**config.mk**
```make
export PLATFORM = sky130hd
export DESIGN_NAME = pipe_stall_ctrl
export DESIGN_NICKNAME = d
export VERILOG_FILES = /design/src/rtl/pipe_ctrl_pkg.sv /design/src/rtl/pipe_hazard_detect.sv /design/src/rtl/pipe_stall_ctrl.sv
export SDC_FILE = /design/constraint.sdc
export NUM_CORES = 1
export LEC_CHECK = 0
export CORE_MARGIN = 2
export CORE_UTILIZATION = 29
export CTS_BUF_LIST = sky130_fd_sc_hd__clkbuf_16
export CTS_CLUSTER_SIZE = 20
export DETAILED_ROUTE_END_ITERATION = 16
export HOLD_SLACK_MARGIN = 0.15
export PLACE_DENSITY = 0.76
export RECOVER_POWER = 25
export SLEW_MARGIN = 20
export SYNTH_ARGS = -nofsm -noshare
export SYNTH_HDL_FRONTEND = slang
export SYNTH_SLANG_ARGS = --single-unit
```
**constraint.sdc**
```tcl
create_clock -name clk -period 1.3 [get_ports clk]
set_input_delay 0.13 -clock clk [delete_from_list [all_inputs] [get_ports clk]]
set_output_delay 0.13 -clock clk [all_outputs]
set_load 0.005 [all_outputs]
```
**src/rtl/pipe_ctrl_pkg.sv**
```systemverilog
// Shared types and constants for the pipeline stall/flush controller.
package pipe_ctrl_pkg;

    typedef logic [0:0] state_t;
    localparam state_t ST_RUN     = 1'b0;
    localparam state_t ST_MEMWAIT = 1'b1;

    localparam int MEM_TIMEOUT_DEFAULT = 15;
    localparam int WAIT_W              = 8;
    localparam int STAT_W              = 16;

    typedef logic [STAT_W-1:0] stat_t;

    // Event counters stick at all-ones instead of wrapping back to a small value.
    function automatic stat_t stat_inc(input stat_t v);
        return (v == '1) ? v : v + stat_t'(1);
    endfunction

endpackage

```
**src/rtl/pipe_hazard_detect.sv**
```systemverilog
// Load-use compare: the load in EX writes a register the instruction in ID reads.
module pipe_hazard_detect
    import pipe_ctrl_pkg::*;
(
    input  logic [4:0] id_rs,
    input  logic [4:0] id_rt,
    input  logic       idex_memread,
    input  logic [4:0] idex_rt,
    output logic       load_use
);

    // Register $zero is hard-wired, so a load targeting it never creates a dependency.
    assign load_use = idex_memread && (idex_rt != 5'd0) &&
                      ((idex_rt == id_rs) || (idex_rt == id_rt));

endmodule

```
**src/rtl/pipe_stall_ctrl.sv**
```systemverilog
// Pipeline stall/flush controller: memory-wait FSM with timeout, branch flush, load-use bubble.
// Event counters are built only when PIPE_STALL_STATS_EN is defined; otherwise the stat ports read 0.
module pipe_stall_ctrl
    import pipe_ctrl_pkg::*;
#(
    parameter int MEM_TIMEOUT = MEM_TIMEOUT_DEFAULT
) (
    input  logic              clk,
    input  logic              rst,
    input  logic [4:0]        id_rs,
    input  logic [4:0]        id_rt,
    input  logic              idex_memread,
    input  logic [4:0]        idex_rt,
    input  logic              mem_branch_taken,
    input  logic              exmem_memaccess,
    input  logic              dmem_ready,
    output logic              dmem_req,
    output logic              pc_en,
    output logic              ifid_en,
    output logic              idex_en,
    output logic              exmem_en,
    output logic              ifid_flush,
    output logic              idex_flush,
    output logic              exmem_flush,
    output logic              memwb_bubble,
    output logic              mem_err,
    output logic [STAT_W-1:0] stat_loaduse,
    output logic [STAT_W-1:0] stat_memwait,
    output logic [STAT_W-1:0] stat_flush
);

    localparam logic [WAIT_W-1:0] WAIT_LAST = WAIT_W'(MEM_TIMEOUT - 1);

    state_t            state;
    state_t            state_nxt;
    logic [WAIT_W-1:0] wait_cnt;
    logic              load_use;
    logic              mem_stall;
    logic              lu_evt;
    logic              br_evt;
    logic              timeout;

    pipe_hazard_detect u_hazard (
        .id_rs        (id_rs),
        .id_rt        (id_rt),
        .idex_memread (idex_memread),
        .idex_rt      (idex_rt),
        .load_use     (load_use)
    );

    // NOTE: every signal written here gets a default first, so no path leaves one unassigned (no latch).
    always_comb begin
        state_nxt    = state;
        mem_stall    = 1'b0;
        lu_evt       = 1'b0;
        br_evt       = 1'b0;
        timeout      = 1'b0;
        dmem_req     = 1'b0;
        pc_en        = 1'b1;
        ifid_en      = 1'b1;
        idex_en      = 1'b1;
        exmem_en     = 1'b1;
        ifid_flush   = 1'b0;
        idex_flush   = 1'b0;
        exmem_flush  = 1'b0;
        memwb_bubble = 1'b0;

        if (rst) begin
            if (state == ST_MEMWAIT) begin
                dmem_req = 1'b1;
                if (dmem_ready) begin
                    state_nxt = ST_RUN;
                end else if (wait_cnt == WAIT_LAST) begin
                    timeout   = 1'b1;
                    state_nxt = ST_RUN;
                end else begin
                    mem_stall = 1'b1;
                end
            end else begin
                dmem_req = exmem_memaccess;
                // Priority: memory stall, then taken-branch flush, then load-use bubble.
                if (exmem_memaccess && !dmem_ready) begin
                    mem_stall = 1'b1;
                    state_nxt = ST_MEMWAIT;
                end else if (mem_branch_taken) begin
                    br_evt      = 1'b1;
                    ifid_flush  = 1'b1;
                    idex_flush  = 1'b1;
                    exmem_flush = 1'b1;
                end else if (load_use) begin
                    lu_evt     = 1'b1;
                    pc_en      = 1'b0;
                    ifid_en    = 1'b0;
                    idex_flush = 1'b1;
                end
            end
        end

        if (mem_stall) begin
            pc_en        = 1'b0;
            ifid_en      = 1'b0;
            idex_en      = 1'b0;
            exmem_en     = 1'b0;
            memwb_bubble = 1'b1;
        end
    end

    // NOTE: sequential state uses non-blocking assignments so all flops update from pre-edge values.
    always_ff @(posedge clk) begin
        if (!rst) begin
            state    <= ST_RUN;
            wait_cnt <= '0;
            mem_err  <= 1'b0;
        end else begin
            state <= state_nxt;
            if (state == ST_RUN) begin
                wait_cnt <= '0;
            end else begin
                wait_cnt <= wait_cnt + WAIT_W'(1);
            end
            if (timeout) begin
                mem_err <= 1'b1;
            end
        end
    end

`ifdef PIPE_STALL_STATS_EN
    always_ff @(posedge clk) begin
        if (!rst) begin
            stat_loaduse <= '0;
            stat_memwait <= '0;
            stat_flush   <= '0;
        end else begin
            if (lu_evt)    stat_loaduse <= stat_inc(stat_loaduse);
            if (mem_stall) stat_memwait <= stat_inc(stat_memwait);
            if (br_evt)    stat_flush   <= stat_inc(stat_flush);
        end
    end
`else
    assign stat_loaduse = '0;
    assign stat_memwait = '0;
    assign stat_flush   = '0;
`endif

endmodule

```
==> results.toml, run 1 <==
[critical_path]
crit_buf_inv = 1
critical_path.max_stage_delay_ps = 320
required_ps = 1170
timing_worst_setup_path_type = "reg -> out"
worst_r2r_endpoint = "state$_DFF_P_"
setup.worst_path.end = "ifid_en"
timing.reg2reg.worst_path_depth = 5
critical_path_depth = 5
crit_fanout = 3
critPathArrivalTime_ps = 1450
setup.worst_path.start = "wait_cnt[7]$_SDFF_PN0_"
critical-path-top-delay-family = "simple AND/OR/NAND/NOR gates"
reg2reg_slack_ps = 20
r2r_start = "wait_cnt[7]$_SDFF_PN0_"
worst_setup_path_start_kind = "register"
endpoint_kind = "output pin"
slowest_stage = "sky130_fd_sc_hd__nor4_4"
path_cells = "nand4b_1 -> nor4_4 -> nor3_4 -> a31oi_2 -> buf_2"

[logic_synthesis]
yosysTopAreaCell = "sky130_fd_sc_hd__buf_4"
total_number_of_yosys_warnings = 0
synth.ff_latch_count = 10
synth_cells = 120
ys.flop_type = "sky130_fd_sc_hd__dfxtp_1"
synthMostInstantiatedCell = "sky130_fd_sc_hd__buf_4"
syn-cell-area_sq_um = 961
synthTopCellsByCount = "sky130_fd_sc_hd__buf_4 (51), sky130_fd_sc_hd__xnor2_1 (13), sky130_fd_sc_hd__dfxtp_1 (10)"
async_reset_ff_share_pct = 0
avgSynthCellArea_sq_um = 8.01
synth.top_cells.by_area = "sky130_fd_sc_hd__buf_4 (40%), sky130_fd_sc_hd__dfxtp_1 (21%), sky130_fd_sc_hd__xnor2_1 (12%)"
synth_enable_flop_cells = 0
synth_seq_area_share_pct = 20.8
yosys.cell_types.count = 27
yosysTopAreaCellShare_pct = 39.8

[timing]
layout_setup_ws_ps = -283
post-route-min-period_ps = 1580
timing.final.hold_violations = 0
max_freq_ghz = 0.632
layout_worst_path_cycle_share_pct = 122
finClkSkew_ps = 3.00
grt_setup_unrepaired = "true"
setup-violations-final = 8
slew_violations = 0

[grt]
first_global_vias = 683
antenna_found_initial = 0
gr-total-overflow = 0
groute.usage.overall_pct = 10.2
grt_first_pass_wirelength_um = 2860
grt_max_degree = 9

[placed_design]
place.port_buffers = 30
gp_congestion = 0.762
detailedPlace.worstSlack_ps = -698
post-dp-hpwl_um = 1550

[outcome]
violations = "negative setup slack"
status = "finished with violations"

[finish]
post-route-util_pct = 44.8
antenna-diode-count = 0
layout-area-overhead-vs-synth_pct = 44.5
fill_cells = 317
final_layout_size_suffix_gt1_share_pct = 27.3
final_net_count = 190

[routing]
detail_route.wirelength_um = 2020
wl_per_cell_um = 9.67
detailroute.via_count = 771
drt_first_iter_violations = 12
drt.antenna.violating_nets = 0
route.detailed.drc = 0
vias_per_cell = 3.69
dr.pass1.iters = 4

[cts]
cts.sinks = 10
cts_buffer_depth = 2
clock_latency_ps = 230
tritoncts = "yes"
cts-buffers-inserted = 3
cts_clk_pin_slew_worst_paths_ps = 40
cts_hold_repair.buffers = 0
cts_root_buf = "sky130_fd_sc_hd__clkbuf_16"
cts_max_level = 1

[run]
drv_cap = 0

[die]
placement_rows = 20
die_width_um = 61.6
chipHeight_um = 61.6
start_util_pct = 31.0
i_o_pins = 79
core_sq_um = 3100
die_area_sq_um = 3790

[power]
static-leakage-power_nw = 0.657
max-vdd-ir-drop_mv = 0.429
p_per_area_nw_per_um2 = 768

[hold_path]
worstHoldPathCells = 3
min_delay_worst_type = "in -> reg"
==> per-stage QoR <==
stage / std cells / total power [mW] / hold WS [ps] / setup TNS, ps / area, sq um
floorplan: 167 / 0.515 / 226 / -27.3 / 1160
global placement: 201 / 0.521 / 451 / -4800 / 1220
detailed placement: 201 / 0.522 / 458 / -4630 / 1220
CTS: 208 / 1.07 / 446 / -1480 / 1360
global route: 209 / 1.12 / 476 / -1830 / 1390
finish: 209 / 1.07 / 444 / -1370 / 1390
==> metal layers <==
metal	share of wire, %	vias up	wire (um)	GRT usage [%]
li1	-	384	-	-
met1	36	348	732	11.2
met2	57	37	1160	19.8
met3	5.8	2	117	1.89
met4	0.50	0	10	2.74
met5	0	-	0	0
==> report_power, final <==
group / internal [mW] / switching, mW
clock network: 0.398 / 0.133
logic: 0.116 / 0.107
registers: 0.311 / 0.00194
total: 0.825 / 0.242
==> final cells by class <==
type / instances / area, sq um / share of cell area (%)
repair buffers: 46 / 399 / 28.7
inverters: 3 / 11.3 / 0.811
multi-input cells: 103 / 644 / 46.4
flip-flops and latches: 10 / 204 / 14.7
clock buffers: 3 / 75.1 / 5.41
well taps: 44 / 55.1 / 3.96
==> cells in the final DEF, fill, tap and decap left out, drive strengths merged, types with 4 or more instances in the layout <==
cell           synthesis  layout
nand2                  6       6
nand3                  4       4
clkdlybuf4s50          0       7
dlygate4sd2            0      11
xnor2                 13      13
buf                   51      24
conb                   1      48
dfxtp                 10      10
nor2                   8       8
clkbuf                 0       4
==> sequential cells by signal (all words and copies together) (netlist names) <==
register  count
state         1
wait_cnt      8
mem_err       1
==> worst min-delay path by stage <==
stage | start | end | slack (ps)
3_5_place_dp | mem_err$_SDFFE_PN0P_ | mem_err$_SDFFE_PN0P_ | 460
4_1_cts | dmem_ready | mem_err$_SDFFE_PN0P_ | 450
5_1_grt | rst | mem_err$_SDFFE_PN0P_ | 480
3_3_place_gp | mem_err$_SDFFE_PN0P_ | mem_err$_SDFFE_PN0P_ | 450
2_1_floorplan | dmem_ready | state$_DFF_P_ | 230
6_report | rst | mem_err$_SDFFE_PN0P_ | 440
==> worst min-delay path, delay by kind of cell <==
kind                   cells  cell delay, ps
buffers and inverters      2             420
AO/OA/AOI/OAI              1             100
==> logic make-up after synthesis <==
kind of cell	share of synthesized area (%)
buffers and inverters	41.0
adder cells (fa/ha/maj)	2.60
AO/OA/AOI/OAI	4.69
flip-flops	20.8
XOR/XNOR	13.7
AND/OR/NAND/NOR	16.8
other	0.390
==> what timing repair did <==
action	CTS	global route
resized for setup	62	9
setup buffers	4	1
setup endpoints to repair	9	10
pin swaps	10	12
Power figures use the tool's default switching activity.
==> run 2, diff against run 1 <==
Settings changed: CORE_MARGIN 2 to not set.
==> results.toml, run 2 (same netlist as run 1, synthesis figures left out) <==
[critical_path]
timing_worst_setup_path_type = "reg -> out"
worst_setup_path_start_kind = "register"
timing.reg2reg.worst_path_depth = 7
endpoint_kind = "output pin"
worst_r2r_endpoint = "state$_DFF_P_"
required_ps = 1170
path_cells = "inv_2 -> ha_4 -> nand2b_4 -> nor4_4 -> nor3_2 -> a31oi_1 -> buf_2"
reg2reg_slack_ps = 60
r2r_start = "wait_cnt[0]$_SDFF_PN0_"
critPathArrivalTime_ps = 1470
slowest_stage = "sky130_fd_sc_hd__dfxtp_2"
critical_path.max_stage_delay_ps = 310
crit_fanout = 3

[timing]
finClkSkew_ps = 1.74
setup-violations-final = 9
grt_setup_unrepaired = "true"
post-route-min-period_ps = 1600
worst_hold_slack_ps = 472
slew_violations = 0
layout_setup_ws_ps = -296
max_freq_ghz = 0.626
layout_worst_path_cycle_share_pct = 123
timing.final.hold_violations = 0

[die]
die_width_um = 59.6
chipHeight_um = 59.6
die_area_sq_um = 3550
start_util_pct = 31.0
core_sq_um = 3100
i_o_pins = 79
placement_rows = 20

[finish]
final_common_cell = "sky130_fd_sc_hd__conb_1"
final_cell_mix = "sky130_fd_sc_hd__conb_1 (48), sky130_fd_sc_hd__dlygate4sd2_1 (17), sky130_fd_sc_hd__xnor2_1 (13)"
layout-area-overhead-vs-synth_pct = 43.5
final_net_count = 190
top_regs = "wait_cnt (8), mem_err (1), state (1)"
finish.cell_count_without_fillers = 209
regMostFlops = "wait_cnt"
antenna-diode-count = 0
final_layout_size_suffix_gt1_share_pct = 26.1
fill_cells = 321
largest_register_ff_count = 8
post-route-util_pct = 44.4

[cts]
cts.sinks = 10
cts_root_buf = "sky130_fd_sc_hd__clkbuf_16"
cts_clk_pin_slew_worst_paths_ps = 40
clock_latency_ps = 230
cts_buffer_depth = 2
tritoncts = "yes"
cts-buffers-inserted = 3
cts_hold_repair.buffers = 0
cts_max_level = 1

[routing]
wl_per_cell_um = 8.96
detailroute.via_count = 761
drt.antenna.violating_nets = 0
wl_met1_um = 751
drt_first_iter_violations = 9
highest-signal-layer = "met4"
vias_per_cell = 3.64
wl_met3_um = 79
dr.pass1.iters = 2
detail_route.wirelength_um = 1870
route.detailed.drc = 0
detailroute.wirelength.met2_um = 1030

[grt]
gr-total-overflow = 0
grt_max_degree = 9
grt_first_pass_wirelength_um = 2790
groute.usage.overall_pct = 10.5
first_global_vias = 663
antenna_found_initial = 0

[outcome]
status = "finished with violations"
violations = "negative setup slack"

[hold_path]
worstHoldPathCells = 1
min_delay_worst_type = "reg -> reg"
hold-path-endpoint = "mem_err$_SDFFE_PN0P_"
hp-start = "mem_err$_SDFFE_PN0P_"

[power]
p_per_area_nw_per_um2 = 757
static-leakage-power_nw = 0.633
max-vdd-ir-drop_mv = 0.353

[placed_design]
post-dp-hpwl_um = 1550
place.detailed.instances = 204
place.port_buffers = 30
gp_congestion = 0.769

[run]
drv_cap = 0
## run 2: worst max path at each step
stage	slack (ps)	cells past startpoint	end	start
6_report	-300	7	ifid_en	wait_cnt[0]$_SDFF_PN0_
5_1_grt	-410	7	pc_en	wait_cnt[0]$_SDFF_PN0_
4_1_cts	-310	7	ifid_en	wait_cnt[0]$_SDFF_PN0_
3_5_place_dp	-660	6	idex_flush	idex_rt[2]
3_3_place_gp	-650	6	ifid_flush	exmem_memaccess
2_1_floorplan	-30	5	pc_en	wait_cnt[7]$_SDFF_PN0_
## run 2: worst max-delay path, delay by kind of cell, from the launching register on
family	cells	cell delay, ps
AOI/OAI and AO/OA	1	190
adders and majority gates	1	130
buffers and inverters	2	200
DFF	1	310
and+or+nand+nor	3	390
## run 2: final cells by class
| class | instances | area (sq um) | area share, % |
|---|---|---|---|
| Timing Repair Buffer | 46 | 392 | 28.4 |
| Inverter | 3 | 11.3 | 0.817 |
| Multi-Input combinational cell | 103 | 639 | 46.4 |
| Clock buffer | 3 | 75.1 | 5.44 |
| Tap cell | 44 | 55.1 | 3.99 |
| Sequential cell | 10 | 206 | 15.0 |
## run 2: repair_timing
action / 4_1_cts / 5_1_grt
gates resized for setup: 68 / 8
setup buffers: 2 / 2
pin swaps: 16 / 1
cloned: 0 / 0
setup endpoints to repair: 9 / 10
## run 2: report_power, final
group	internal [mW]	switching, mW	total [mW]	leakage, nW
clock network	0.397	0.124	0.522	0.0370
logic	0.108	0.104	0.212	0.513
registers	0.309	0.00138	0.311	0.0826
total	0.814	0.230	1.04	0.633
## run 2: layer usage
metal	global-route usage, %	vias to the layer above
li1	-	379
met1	12.3	346
met2	19.3	34
met3	1.31	2
met4	3.99	0
met5	0	-
## run 2: through the flow
stage / worst slack, ps / power [mW] / area (sq um) / TNS [ps]
6_report: -296 / 1.04 / 1380 / -1870
2_1_floorplan: -27.3 / 0.515 / 1160 / -27.3
3_5_place_dp: -659 / 0.527 / 1240 / -4550
3_3_place_gp: -645 / 0.525 / 1240 / -4560
4_1_cts: -308 / 1.06 / 1360 / -1470
5_1_grt: -413 / 1.10 / 1380 / -2690
==> run 3, diff against run 2 <==
Settings changed: CORE_UTILIZATION 29 to 32, PLACE_DENSITY 0.76 to 0.8.
Clock period 1.3 ns to 1.6 ns, I/O delays scaled along.
==> results.toml, run 3 (same netlist as run 1, synthesis figures left out) <==
[timing]
timing.final.hold_violations = 0
post-route-min-period_ps = 1700
setup_total_negative_slack_ps = -389
layout_worst_path_cycle_share_pct = 106
slew_violations = 0
max_freq_ghz = 0.588
grt_setup_unrepaired = "true"
setup-violations-final = 6
finClkSkew_ps = 1.18
layout_setup_ws_ps = -101

[routing]
dr.pass1.iters = 9
vias_per_cell = 3.90
detailroute.via_count = 780
drt.antenna.violating_nets = 0
route.detailed.drc = 7
detail_route.wirelength_um = 1990
drt_first_iter_violations = 24
wl_per_cell_um = 9.95

[finish]
post-route-util_pct = 49.0
antenna-diode-count = 0
final_common_cell = "sky130_fd_sc_hd__conb_1"
layout-area-overhead-vs-synth_pct = 43.1
fill_cells = 269
regMostFlops = "wait_cnt"
final_net_count = 194
post-route-cell-area_sq_um = 1380
largest_register_ff_count = 8
final_cell_mix = "sky130_fd_sc_hd__conb_1 (48), sky130_fd_sc_hd__buf_4 (17), sky130_fd_sc_hd__xnor2_1 (13)"
top_regs = "wait_cnt (8), mem_err (1), state (1)"
final_layout_size_suffix_gt1_share_pct = 26.6

[hold_path]
hp-start = "rst"
worstHoldPathCells = 3
hold-path-endpoint = "mem_err$_SDFFE_PN0P_"
min_delay_worst_type = "in -> reg"

[cts]
tritoncts = "yes"
cts_hold_repair.buffers = 0
cts_buffer_depth = 2
clock_latency_ps = 240
cts.sinks = 10
cts-buffers-inserted = 3
cts_max_level = 1
cts_root_buf = "sky130_fd_sc_hd__clkbuf_16"
cts_clk_pin_slew_worst_paths_ps = 40

[power]
power_mw = 0.876
static-leakage-power_nw = 0.687
max-vdd-ir-drop_mv = 0.295
p_per_area_nw_per_um2 = 637

[die]
die_area_sq_um = 3230
start_util_pct = 34.3
i_o_pins = 79
die_width_um = 56.8
core_sq_um = 2810
chipHeight_um = 56.8
placement_rows = 19

[critical_path]
crit_fanout = 2
r2r_start = "wait_cnt[7]$_SDFF_PN0_"
reg2reg_slack_ps = 250
required_ps = 1440
worst_setup_path_start_kind = "register"
endpoint_kind = "output pin"
worst_r2r_endpoint = "state$_DFF_P_"
timing.reg2reg.worst_path_depth = 6
critPathArrivalTime_ps = 1540
timing_worst_setup_path_type = "reg -> out"

[run]
drv_cap = 0

[grt]
groute.usage.overall_pct = 12.1
antenna_found_initial = 0
gr-total-overflow = 0
grt_use_met2_pct = 23.0
busiest_layer = "met2"
met1_demand_to_capacity_share_in_global_routing_pct = 12.2
grt.met3_usage_pct = 2.07
grt_max_degree = 9
grt_first_pass_wirelength_um = 2930
first_global_vias = 683

[placed_design]
place.port_buffers = 30
post-dp-hpwl_um = 1460
detailedPlace.worstSlack_ps = -440
gp_congestion = 0.869
detailed_place.area_sq_um = 1190

[outcome]
violations = "design-rule violations, negative setup slack"
status = "finished with violations"
-- run 3: worst max path at each step --
stage	start	end	slack [ps]	cells after the start
final	wait_cnt[7]$_SDFF_PN0_	ifid_en	-100	6
after detailed placement	exmem_memaccess	ifid_flush	-440	6
after floorplan	wait_cnt[0]$_SDFF_PN0_	pc_en	130	7
after global routing	wait_cnt[7]$_SDFF_PN0_	ifid_en	-190	6
after global placement	exmem_memaccess	ifid_flush	-440	6
after CTS	wait_cnt[0]$_SDFF_PN0_	ifid_en	-120	8
-- run 3: worst max-delay path, cell delays in order (launching register included) --
cell	delay [ps]
sky130_fd_sc_hd__dfxtp_1	300
sky130_fd_sc_hd__nand4b_1	210
sky130_fd_sc_hd__nor4_4	270
sky130_fd_sc_hd__nor3_2	90
sky130_fd_sc_hd__buf_4	150
sky130_fd_sc_hd__a31oi_4	150
sky130_fd_sc_hd__buf_2	140
-- run 3: per-stage QoR --
stage	std cells	hold WS, ps
3_5_place_dp	190	457
3_3_place_gp	190	451
4_1_cts	198	465
6_report	200	365
5_1_grt	200	379
2_1_floorplan	167	278
-- run 3: per-layer routing --
metal  wire length [um]  vias to the layer above
met5                  0                        -
met4                 30                        0
met3                 89                        3
met2               1160                       32
met1                713                      362
li1                   -                      383
-- run 3: power by group --
part / leakage [nW] / switching [mW] / internal, mW
clock network: 0.0370 / 0.110 / 0.323
logic: 0.569 / 0.0862 / 0.102
registers: 0.0816 / 0.00153 / 0.253
-- run 3: cell type report --
cell class / count / area, sq um / area share [%]
clock buffers: 3 / 75.1 / 5.46
flip-flops and latches: 10 / 203 / 14.7
well taps: 31 / 38.8 / 2.82
inverters: 3 / 11.3 / 0.819
repair buffers: 50 / 433 / 31.5
multi-input cells: 103 / 614 / 44.7
-- run 3: what timing repair did --
action | 4_1_cts | 5_1_grt
endpoints found under the setup margin | 8 | 8
resized for setup | 52 | 13
setup buffers | 5 | 2
pin swaps | 5 | 7
